===== src/rtl/ula_seq.sv =====
// Sequential ALU stage: falling-edge registered result/flags with a one-cycle done pulse.
// Optional shift-add unsigned multiply on opcode 12 when ULA_MUL_EN is defined.
module ula_seq #(
  parameter int unsigned WIDTH     = 8,
  parameter int unsigned MUL_STEPS = 8
) (
  input  logic             clock,
  input  logic             reset,
  input  logic             start,
  input  logic [3:0]       op,
  input  logic [WIDTH-1:0] a,
  input  logic [WIDTH-1:0] b,
  output logic [WIDTH-1:0] result,
  output logic [WIDTH-1:0] result_hi,
  output logic             flag_z,
  output logic             flag_n,
  output logic             flag_c,
  output logic             flag_v,
  output logic             err,
  output logic             busy,
  output logic             done
);

  if (WIDTH != 8 || MUL_STEPS != WIDTH) begin : g_bad_cfg
    $error("ula_seq supports only WIDTH = MUL_STEPS = 8");
  end

  localparam logic [3:0] OpAdd = 4'd0,  OpSub = 4'd1,  OpAnd = 4'd2,  OpOr  = 4'd3;
  localparam logic [3:0] OpXor = 4'd4,  OpNot = 4'd5,  OpShl = 4'd6,  OpShr = 4'd7;
  localparam logic [3:0] OpInc = 4'd8,  OpDec = 4'd9,  OpPass = 4'd10, OpCmp = 4'd11;
  localparam logic [3:0] OpMul = 4'd12;

  logic [WIDTH:0]   sum9, diff9;
  logic [WIDTH-1:0] alu_res;
  logic             alu_c, alu_v, alu_err, alu_wr;
  logic             idle;

  // alu_res doubles as the flag source; for CMP it is the difference but is not written back.
  always_comb begin
    sum9    = {1'b0, a} + {1'b0, b};
    diff9   = {1'b0, a} - {1'b0, b};
    alu_res = '0;
    alu_c   = 1'b0;
    alu_v   = 1'b0;
    alu_err = 1'b0;
    alu_wr  = 1'b1;
    case (op)
      OpAdd: begin
        alu_res = sum9[WIDTH-1:0];
        alu_c   = sum9[WIDTH];
        alu_v   = (a[WIDTH-1] == b[WIDTH-1]) && (sum9[WIDTH-1] != a[WIDTH-1]);
      end
      OpSub, OpCmp: begin
        alu_res = diff9[WIDTH-1:0];
        alu_c   = diff9[WIDTH];
        alu_v   = (a[WIDTH-1] != b[WIDTH-1]) && (diff9[WIDTH-1] != a[WIDTH-1]);
        alu_wr  = (op != OpCmp);
      end
      OpAnd:  alu_res = a & b;
      OpOr:   alu_res = a | b;
      OpXor:  alu_res = a ^ b;
      OpNot:  alu_res = ~a;
      OpShl: begin
        alu_res = {a[WIDTH-2:0], 1'b0};
        alu_c   = a[WIDTH-1];
      end
      OpShr: begin
        alu_res = {1'b0, a[WIDTH-1:1]};
        alu_c   = a[0];
      end
      OpInc: begin
        alu_res = a + 1'b1;
        alu_c   = (a == {WIDTH{1'b1}});
        alu_v   = (a == {1'b0, {(WIDTH-1){1'b1}}});
      end
      OpDec: begin
        alu_res = a - 1'b1;
        alu_c   = (a == '0);
        alu_v   = (a == {1'b1, {(WIDTH-1){1'b0}}});
      end
      OpPass: alu_res = b;
`ifdef ULA_MUL_EN
      OpMul: ;
`endif
      default: alu_err = 1'b1;
    endcase
  end

`ifdef ULA_MUL_EN
  localparam int unsigned CntW = $clog2(MUL_STEPS);
  localparam logic [CntW-1:0] CntLast = CntW'(MUL_STEPS - 1);

  typedef enum logic [0:0] {StIdle, StMulRun} state_t;
  state_t state_q, state_d;

  logic [2*WIDTH-1:0] mcand, acc, acc_nxt;
  logic [WIDTH-1:0]   mplier;
  logic [CntW-1:0]    cnt;
  logic               mul_last;

  always_ff @(negedge clock) begin
    if (reset) state_q <= StIdle;
    else       state_q <= state_d;
  end

  always_comb begin
    state_d  = state_q;
    acc_nxt  = acc + (mplier[0] ? mcand : '0);
    mul_last = (state_q == StMulRun) && (cnt == CntLast);
    case (state_q)
      StIdle:   if (start && op == OpMul) state_d = StMulRun;
      StMulRun: if (mul_last) state_d = StIdle;
      default:  state_d = StIdle;
    endcase
  end

  assign idle = (state_q == StIdle);
  assign busy = (state_q == StMulRun);
`else
  assign idle = 1'b1;
  assign busy = 1'b0;
`endif

  always_ff @(negedge clock) begin
    if (reset) begin
      result    <= '0;
      result_hi <= '0;
      flag_z    <= 1'b0;
      flag_n    <= 1'b0;
      flag_c    <= 1'b0;
      flag_v    <= 1'b0;
      err       <= 1'b0;
      done      <= 1'b0;
`ifdef ULA_MUL_EN
      mcand     <= '0;
      mplier    <= '0;
      acc       <= '0;
      cnt       <= '0;
`endif
    end else begin
      done <= 1'b0;
`ifdef ULA_MUL_EN
      if (idle && start && op == OpMul) begin
        mcand  <= {{WIDTH{1'b0}}, a};
        mplier <= b;
        acc    <= '0;
        cnt    <= '0;
      end else if (idle && start) begin
`else
      if (idle && start) begin
`endif
        if (alu_wr) begin
          result    <= alu_res;
          result_hi <= '0;
        end
        flag_z <= (alu_res == '0);
        flag_n <= alu_res[WIDTH-1];
        flag_c <= alu_c;
        flag_v <= alu_v;
        err    <= alu_err;
        done   <= 1'b1;
      end
`ifdef ULA_MUL_EN
      if (state_q == StMulRun) begin
        acc    <= acc_nxt;
        mcand  <= mcand << 1;
        mplier <= mplier >> 1;
        cnt    <= cnt + 1'b1;
        if (mul_last) begin
          result    <= acc_nxt[WIDTH-1:0];
          result_hi <= acc_nxt[2*WIDTH-1:WIDTH];
          flag_z    <= (acc_nxt == '0);
          flag_n    <= acc_nxt[2*WIDTH-1];
          flag_c    <= |acc_nxt[2*WIDTH-1:WIDTH];
          flag_v    <= |acc_nxt[2*WIDTH-1:WIDTH];
          err       <= 1'b0;
          done      <= 1'b1;
        end
      end
`endif
    end
  end

endmodule

===== config.mk =====
export PLATFORM = sky130hd
export DESIGN_NAME = ula_seq
export DESIGN_NICKNAME = d
export VERILOG_FILES = /design/src/rtl/ula_seq.sv
export SDC_FILE = /design/constraint.sdc
export NUM_CORES = 1
export LEC_CHECK = 0
export CAP_MARGIN = 30
export CORE_MARGIN = 1
export CORE_UTILIZATION = 50
export DETAILED_ROUTE_END_ITERATION = 16
export GPL_ROUTABILITY_DRIVEN = 0
export HOLD_SLACK_MARGIN = 0.1
export PLACE_DENSITY_LB_ADDON = 0.25
export SLEW_MARGIN = 20
export SYNTH_ARGS = -nofsm -noshare
export SYNTH_HDL_FRONTEND = slang
export SYNTH_SLANG_ARGS = --single-unit

===== constraint.sdc =====
create_clock -name clock -period 3.4 [get_ports clock]
set_clock_uncertainty 0.1 [all_clocks]
set_input_delay 0.68 -clock clock [delete_from_list [all_inputs] [get_ports clock]]
set_output_delay 0.68 -clock clock [all_outputs]
set_load 0.05 [all_outputs]

==> out/results.env, run 1 <==
STATUS='stopped before the end'
OUTCOME.STOP_STAGE='global routing (5_1_grt)'
ERROR_MESSAGE='[ERROR GRT-0232] Routing congestion too high. Check the congestion heatmap in the GUI.'
YOSYS.CELL_TYPES.COUNT=72
YS_WARN_COUNT=0
SEQUENTIAL_AREA_SHARE_AFTER_SYNTHESIS_PCT=11.3
IOPINCOUNT=46
HTREE_LEVELS=1
SYNTH_ASYNC_SR_FLOP_SHARE_PCT=0
GATE_COUNT_OF_THE_MAPPED_NETLIST=339
MAX-CLOCK-PATH-BUFFERS=2
DIE_W_UM=72.3
FLOORPLAN.DIE.HEIGHT_UM=72.3
PLACE_INST=511
YS_SEQ_ELEMENTS=14
GRT_REMAINING_OVERFLOW=423
GRTUSAGETOTAL_PCT=94.6
CLK_SINK_COUNT=14
SYNTH_ENABLE_FLOP_CELLS=0
DPL.HPWL_UM=7020
ROWS=25
PLACEMENT.IO_BUFFERS=36
SYNTH_FF_TYPE='dfxtp_1'
ROOT_BUFFER='clkbuf_8'
TYPE_OF_PIN_THE_WORST_PATH_ENDS_AT='register data pin'
SYNTH_AREA_MM2=0.00247
SYN_AVG_CELL_AREA_UM2=7.29
GRT_MAX_DEGREE=26
CRITICAL_ENDPOINT_AFTER_GLOBAL_ROUTE_TIMING_REPAIR='flag_z$_SDFFE_NP0P_/D'
CTS_MADE_BUFFERS=3
START_UTIL_PCT=52.0
-- kinds of logic after synthesis --
kind of cell	after synthesis	share of synthesized area [%]
AOI/OAI and AO/OA	99	29.2
xor gates and xnor gates	9	3.19
adders and majority gates	27	14.3
buffers and inverters	62	11.2
DFF	14	11.3
muxes	12	5.42
other	1	0.152
and+or+nand+nor	115	25.3
-- per-stage QoR --
| step | TNS [ns] | worst slack [ns] | cell area (um2) | hold WS, ns |
|---|---|---|---|---|
| after CTS | -7.58 | -0.878 | 4440 | 0.411 |
| after detailed placement | -17.86 | -1.64 | 3790 | 0.394 |
| after global placement | -16.82 | -1.54 | 3790 | 0.371 |
| after floorplan | -9.06 | -1.02 | 2750 | 0.558 |
-- routing by layer --
metal  track usage [%]  GRT overflow
met4               112           110
met5              17.2             0
met2               128           308
met1              85.4             4
met3              65.3             1
-- timing repair --
item | in CTS
gates resized for setup | 176
pin swaps | 55
buffers inserted | 27
hold buffers | 0
endpoints found under the setup margin | 13
-- cells in the mapped netlist (3+ instances only) --
| master | count | area [um2] |
|---|---|---|
| a211oi_1 | 11 | 82.6 |
| a21oi_1 | 15 | 75.1 |
| a221oi_1 | 4 | 35.0 |
| a22oi_1 | 8 | 60.1 |
| a31oi_1 | 3 | 18.8 |
| buf_2 | 6 | 30.0 |
| buf_4 | 10 | 75.1 |
| clkbuf_1 | 18 | 67.6 |
| dfxtp_1 | 14 | 280 |
| ha_1 | 25 | 313 |
| inv_1 | 26 | 97.6 |
| mux2i_1 | 10 | 100 |
| nand2_1 | 18 | 67.6 |
| nand2b_1 | 9 | 56.3 |
| nand3_1 | 11 | 55.1 |
| nor2_1 | 25 | 93.8 |
| nor2b_1 | 8 | 50.1 |
| nor3_1 | 13 | 65.1 |
| nor4_1 | 4 | 25.0 |
| o21ai_0 | 12 | 60.1 |
| o221ai_1 | 4 | 35.0 |
| o22ai_1 | 5 | 31.3 |
| or3_1 | 4 | 25.0 |
| or4_1 | 3 | 22.5 |
| xnor2_1 | 8 | 70.1 |
==> inputs of run 2 (changes only) <==
--- a/config.mk
+++ b/config.mk
@@ -7,11 +7,10 @@
 export LEC_CHECK = 0
 export CAP_MARGIN = 30
 export CORE_MARGIN = 1
-export CORE_UTILIZATION = 50
+export CORE_UTILIZATION = 35
 export DETAILED_ROUTE_END_ITERATION = 16
 export GPL_ROUTABILITY_DRIVEN = 0
-export HOLD_SLACK_MARGIN = 0.1
-export PLACE_DENSITY_LB_ADDON = 0.25
+export PLACE_DENSITY_LB_ADDON = 0.15
 export SLEW_MARGIN = 20
 export SYNTH_ARGS = -nofsm -noshare
 export SYNTH_HDL_FRONTEND = slang
==> run 2 against run 1 <==
Compared with the run above: the flow now finishes, with violations (negative setup slack); synthesized cell count did not move; synthesized area is the same.
==> out/results.env, run 2 <==
STATUS='finished, violations left'
FAILED_CHECKS='negative setup slack'
DETAIL_ROUTE.ITER0.VIOLATIONS=286
ROUTEDWLPERCELL_UM=16.7
ROUTE.LAYER.MET1.WL_UM=3860
ROWS=30  # +20%
SYNTH_ENABLE_FLOP_CELLS=0  # unchanged
POST_ROUTE_CELLS_DRIVE_ABOVE_1_SHARE_PCT=49.3
MOSTFREQUENTLAYOUTCELL='buf_4'
YS_WARN_COUNT=0  # unchanged
GRT_ANTENNA_BEFORE_REPAIR=0
R2R-START='result[2]'
YOSYS.AREA.TOP_TYPE_SHARE_PCT=12.7  # unchanged
CLOCK_POWER_SHARE_PCT=18.3
YOSYS.CELL_TYPES.COUNT=72  # unchanged
ANTENNA_LEFT=0
WL_MET2_UM=4670
INTERNAL_POWER_uW=603
SYNTH_AREA_MM2=0.00247  # unchanged
WIRE_LENGTH_OF_THE_FIRST_GLOBAL_ROUTING_PASS_UM=14900
NETLIST.TOP_CELL.BY_AREA='ha_1'
SYN_AVG_CELL_AREA_UM2=7.29  # unchanged
CLOCK_TREE_FROM_TRITONCTS='done'
IOPINCOUNT=46  # unchanged
MAX-CAP-VIOLATIONS=0
MOST-COMMON-LAYOUT-CELLS='103 x buf_4, 25 x inv_1, 22 x nor2_1'
GRTUSAGETOTAL_PCT=25.3
SYNTH_ASYNC_SR_FLOP_SHARE_PCT=0  # unchanged
TIMING.CRITICAL_PATH.FROM='op[1]'
LAYOUT.FILLER_CELLS=542
CLK_SINK_COUNT=14  # unchanged
AREA_DELTA_SYNTH_FINAL_PCT=83.0
ROUTED_VIA_DENSITY=5.58
DIE_W_UM=86.0  # +19%
NUM-NETS-FINAL=535
CTS_STAGE_HOLD_BUFFER_COUNT=0  # unchanged
WORSTSETUPSTARTPOINTTYPE='input pin'
RSZ0062_AT_GRT='true'
NET-SWITCHING-POWER_uW=446
GRT_PASS1_VIAS=2977
MAX_REG_FLOPS=8
FINALSETUPVIOLATIONS=12
SEQUENTIAL_AREA_SHARE_AFTER_SYNTHESIS_PCT=11.3  # unchanged
END_KIND='flip-flop'
HTREE_LEVELS=1  # unchanged
CLOCK_LATENCY_LATE_SINK_NS=0.31
ENDPOINT_REQUIRED_TIME_ON_THE_CRITICAL_PATH_NS=1.83
ROOT_BUFFER='clkbuf_8'
ROUTED.TOP_LAYER='met4'
CTS_MADE_BUFFERS=3  # unchanged
PLACEMENT.IO_BUFFERS=36  # unchanged
HP-START='err'
WORST-PATH-MAX-FANOUT=2
ROUTE.DETAILED.DRC=0
VIAS=3230
DETAILEDPLACE.WORSTSLACK_NS=-1.64  # +0.00270 ns
FIRSTDRTPASSITERS=5
SYNTHMOSTINSTANTIATEDCELL='inv_1'
CORE_AREA_MM2=0.00679
TIMING_MAX_TRANSITION_VIOLATIONS_FINAL=0
YS_SEQ_ELEMENTS=14  # unchanged
POWER_PER_CELL_AREA_mW_PER_MM2=232
GRT_REMAINING_OVERFLOW=0
COMB_POWER_SHARE_PCT=63.6
WORSTSETUPPATHTYPE='input pin to flip-flop'
FINAL_CRITICAL_PATH_SETUP_SLACK_NS=-0.972
ROUTED_WL_UM=9660
FLOORPLAN.DIE_AREA_MM2=0.00740
POST-LAYOUT-TOTAL-POWER_uW=1050
FLOORPLAN.DIE.HEIGHT_UM=86.0  # +19%
DPL.HPWL_UM=6990  # -0.44%
POWER_FRAC_SEQ_PCT=18.1
PATH_CLK_SLEW_NS=0.03
HOLD_VIOL=0
IR_WORST_VDD_mV=0.107
INSERTEDDIODECOUNT=0
YOSYS-TOP-CELLS-AREA='ha_1 13%, dfxtp_1 11%, mux2i_1 4.0%'
FINALHOLDWORSTSLACK_NS=0.402
SYNTH_FF_TYPE='dfxtp_1'
YS_TOP_CELLS_BY_COUNT='26 x inv_1, 25 x ha_1, 25 x nor2_1, 18 x clkbuf_1, 18 x nand2_1'
MAX-CLOCK-PATH-BUFFERS=2  # unchanged
SW_FRAC_OF_TOTAL_PCT=42.5
GRT_MAX_DEGREE=22
POWER_LEAKAGE_uW=0.00195
GATE_COUNT_OF_THE_MAPPED_NETLIST=339  # unchanged
LARGEST-REGISTER='result'
CRITICAL_PATH_ARRIVAL_NS=2.80
KIND_OF_PATH_BEHIND_THE_TIGHTEST_HOLD_CHECK='flip-flop to flip-flop'
START_UTIL_PCT=36.4  # -16 points
WL_MET3_UM=870
[run 2: what timing repair did]
| item | CTS | global route |
|---|---|---|
| pin swaps | 48 | 40 |
| gates resized for setup | 143 | 42 |
| cloned | 0 | 0 |
| setup endpoints to repair | 12 | 12 |
| setup buffers | 15 | 10 |
[run 2: cells by family (layout without fill, tap and decap cells)]
family | count (synthesis) | after routing | share of synthesized area (%)
AND/OR/NAND/NOR | 115 | 115 | 25.3
AO/OA/AOI/OAI | 99 | 99 | 29.2
buffers and inverters | 62 | 198 | 11.2
adder cells (fa/ha/maj) | 27 | 27 | 14.3
flip-flops | 14 | 14 | 11.3
multiplexers | 12 | 12 | 5.42
XOR/XNOR | 9 | 9 | 3.19
other | 1 | 9 | 0.152
[run 2: power groups by stage]
stage | Clock (uW) | Sequential [uW] | Combinational [uW]
3_5_place_dp | 27.1 | 192 | 543
6_report | 192 | 189 | 667
5_1_grt | 219 | 191 | 705
2_1_floorplan | 27.1 | 225 | 288
4_1_cts | 202 | 190 | 622
3_3_place_gp | 27.1 | 191 | 539
[run 2: through the flow]
step,setup TNS [ns],utilization (%),std cells,cell area [um2]
after CTS,-8.21,63.9,570,4340
after global placement,-17.15,56.2,539,3820
after global routing,-8.53,66.6,579,4530
final,-7.90,66.6,579,4530
after detailed placement,-17.68,56.2,539,3820
after floorplan,-9.06,-,347,2750
[run 2: worst max-delay path: stages]
cell,delay (ns)
buf_6,0.09
and4bb_4,0.37
xnor2_2,0.08
ha_2,0.20
or4_4,0.49
nor3_4,0.20
nor3_1,0.07
nand3b_1,0.16
and4b_1,0.25
a211oi_1,0.19
[run 2: area by class of cell]
class | instances | area, um2 | share of cell area, %
clock buffers | 3 | 41.3 | 0.912
clock inverters | 14 | 52.6 | 1.16
inverters | 26 | 125 | 2.76
multi-input cells | 271 | 2440 | 54.0
flip-flops and latches | 14 | 280 | 6.19
well taps | 96 | 120 | 2.65
repair buffers | 155 | 1460 | 32.3
[run 2: final timing paths]
check	to	slack (ns)	cells after the start
worst max-delay path	result[6]	-0.97	10
worst min-delay path	err	0.40	2
worst max register to register	result[2]	2.56	2
worst min register to register	err	0.40	2
[run 2: per-layer routing]
metal	vias up	track usage, %
met5	-	0
met4	0	9.55
met3	36	3.18
met2	201	42.9
met1	1479	32.7
li1	1514	-
(Power assumes the default switching activity.)
==> inputs of run 3 (changes only) <==
--- a/config.mk
+++ b/config.mk
@@ -11,7 +11,7 @@
 export DETAILED_ROUTE_END_ITERATION = 16
 export GPL_ROUTABILITY_DRIVEN = 0
 export PLACE_DENSITY_LB_ADDON = 0.15
-export SLEW_MARGIN = 20
+export SKIP_CTS_REPAIR_TIMING = 1
 export SYNTH_ARGS = -nofsm -noshare
 export SYNTH_HDL_FRONTEND = slang
 export SYNTH_SLANG_ARGS = --single-unit
==> run 3 against run 2 <==
Compared with the run above: the run still ends with negative setup slack left; power down 0.86%; critical path type unchanged; largest cell class unchanged; largest power group unchanged; critical path depth up 1; design area is 1.5% lower; hold slack barely moved; register-to-register slack about the same.
==> out/results.env, run 3 (synthesized netlist as in run 2, its figures left out) <==
POWER_FRAC_SEQ_PCT=18.2  # about the same
ROUTEDWLPERCELL_UM=16.5  # -0.87%
CRIT_SLOWEST_CELL='or4_4'
LAYOUT.FILLER_CELLS=543  # +0.18%
COMB_POWER_SHARE_PCT=63.1  # -0.5 points
LARGEST-REGISTER='result'
MAX-CLOCK-PATH-BUFFERS=2  # unchanged
WORST-PATH-MAX-FANOUT=4  # +2
TIMING.HOLD.WORST_PATH_DEPTH=2  # unchanged
FLOORPLAN.DIE.HEIGHT_UM=86.0  # unchanged
ROUTED_WL_UM=9480  # -1.9%
FINAL_CRITICAL_PATH_SETUP_SLACK_NS=-0.979  # -0.00668 ns
FIRSTDRTPASSITERS=5  # unchanged
POWER_PER_CELL_AREA_mW_PER_MM2=233  # +0.67%
RSZ0062_AT_GRT='true'
CLOCK_TREE_FROM_TRITONCTS='done'
ANTENNA_LEFT=0  # unchanged
GRT_MAX_DEGREE=22  # unchanged
FINALSETUPVIOLATIONS=12  # unchanged
DIE_W_UM=86.0  # unchanged
DPL-INSTANCE-AREA_MM2=0.00382  # unchanged
POWER_LEAKAGE_uW=0.00195  # about the same
WORSTREG2REGEND='result[2]'
CLOCK_LATENCY_LATE_SINK_NS=0.31  # about the same
INTERNAL_POWER_uW=593  # -1.6%
POST_ROUTE_CELL_AREA_MM2=0.00446  # -1.5%
FLOORPLAN.DIE_AREA_MM2=0.00740  # unchanged
WORSTSETUPSTARTPOINTTYPE='input pin'
GRT_PASS1_VIAS=2768  # -7.0%
VIAS=3191  # -1.2%
ROUTED_VIA_DENSITY=5.57  # -0.17%
CORE_AREA_MM2=0.00679  # unchanged
ROWS=30  # unchanged
WORSTHOLDENDPOINT='err'
POST_ROUTE_CELLS_DRIVE_ABOVE_1_SHARE_PCT=49.3  # about the same
DETAILEDPLACE.WORSTSLACK_NS=-1.64  # unchanged
CLOCK_POWER_SHARE_PCT=18.7  # +0.4 points
MOSTFREQUENTLAYOUTCELL='buf_4'
FINISH.UTILIZATION_PCT=65.6  # -1.0 points
MOST-COMMON-LAYOUT-CELLS='100 x buf_4, 26 x inv_1, 23 x nor2_1'
KIND_OF_PATH_BEHIND_THE_TIGHTEST_HOLD_CHECK='flip-flop to flip-flop'
AREA_DELTA_SYNTH_FINAL_PCT=80.3
GRT_REMAINING_OVERFLOW=0  # unchanged
PLACE_INST=539  # unchanged
R2R-START='result[2]'
MAX-CAP-VIOLATIONS=0  # unchanged
CPPEAKSTAGEDELAY_NS=0.49  # about the same
CRITICAL_PATH_ARRIVAL_NS=2.78  # -0.02 ns
SEQCELLAREA_UM2=280  # unchanged
INSERTEDDIODECOUNT=0  # unchanged
WORSTREGTOREGCELLS=2  # unchanged
PATH_CLK_SLEW_NS=0.04  # about the same
TIMING_MAX_TRANSITION_VIOLATIONS_FINAL=0  # unchanged
ROOT_BUFFER='clkbuf_8'
ROUTE.DETAILED.DRC=0  # unchanged
HTREE_LEVELS=1  # unchanged
WORSTSETUPPATHTYPE='input pin to flip-flop'
CP_CELL_SEQUENCE='buf_6 > and4bb_2 > xnor2_2 > ha_4 > or4_4 > nor3_4 > nor3_1 > nand3b_1 > and4b_2 > nand3_2 > o21ai_1'
HOLD_VIOL=0  # unchanged
PLACEMENT.IO_BUFFERS=36  # unchanged
NET-SWITCHING-POWER_uW=446  # +0.13%
START_UTIL_PCT=36.4  # unchanged
ENDPOINT_REQUIRED_TIME_ON_THE_CRITICAL_PATH_NS=1.80  # -0.03 ns
FAILED_CHECKS='negative setup slack'
GRT_ANTENNA_BEFORE_REPAIR=0  # unchanged
REG2REG_SLACK_NS=2.55  # about the same
CTS_MADE_BUFFERS=3  # unchanged
CLK_SINK_COUNT=14  # unchanged
SW_FRAC_OF_TOTAL_PCT=42.9  # +0.43 points
AREA_OF_COMBINATIONAL_CELLS_WITH_MULTIPLE_INPUTS_MM2=0.00244  # -0.10%
POST_LAYOUT_NONFILLER_INSTANCES=573  # -1.0%
GRTUSAGETOTAL_PCT=23.2  # -2.2 points
IOPINCOUNT=46  # unchanged
DPL.HPWL_UM=6990  # unchanged
STATUS='finished, violations left'
HP-START='err'
MAX_REG_FLOPS=8  # unchanged
IR_WORST_VDD_mV=0.108  # +0.84%
END_KIND='flip-flop'
WIRE_LENGTH_OF_THE_FIRST_GLOBAL_ROUTING_PASS_UM=13600  # -8.5%
DETAIL_ROUTE.ITER0.VIOLATIONS=304  # +6.3%
NUM-NETS-FINAL=529  # -1.1%
-- run 3: metal layers --
layer  up-vias  global-route usage (%)  wire (um)
li1       1500                       -          -
met1      1501                    31.7       3990
met2       166                    38.7       4630
met3        24                    1.44        652
met4         0                    7.58        213
met5         -                       0          0
-- run 3: worst max path at each step --
| stage | from | endpoint | slack, ns |
|---|---|---|---|
| 2_1_floorplan | op[2] | result[6] | -1.02 |
| 3_3_place_gp | op[0] | flag_z | -1.61 |
| 3_5_place_dp | op[0] | result[6] | -1.64 |
| 4_1_cts | op[0] | flag_z | -1.35 |
| 5_1_grt | op[2] | flag_z | -1.01 |
| 6_report | op[0] | flag_z | -0.98 |
-- run 3: through the flow --
stage,total power (uW),hold slack [ns],TNS [ns]
detailed placement,762,0.382,-17.68
floorplan,541,0.558,-9.06
finish,1040,0.401,-8.04
global route,1100,0.426,-8.64
global placement,757,0.381,-17.15
CTS,936,0.406,-13.69
-- run 3: power by group through the flow --
stage	combinational (uW)	sequential, uW	clock, uW
floorplan	288	225	27.1
global placement	539	191	27.1
detailed placement	543	192	27.1
CTS	545	190	202
global route	691	191	219
finish	656	189	194
-- run 3: cell type report --
cell class | count | area share [%]
tap | 96 | 2.70
inverter | 26 | 2.64
sequential | 14 | 6.29
timing repair buffer | 149 | 31.5
clock inverter | 14 | 1.18
clock buffer | 3 | 0.926
multi-input combinational | 271 | 54.8
-- run 3: critical path: cells and delay by family --
| family | cells | cell delay (ns) |
|---|---|---|
| compound gates | 1 | 0.07 |
| xor+xnor | 1 | 0.15 |
| fa+ha+maj | 1 | 0.18 |
| buf+inv | 1 | 0.11 |
| simple gates | 7 | 1.58 |
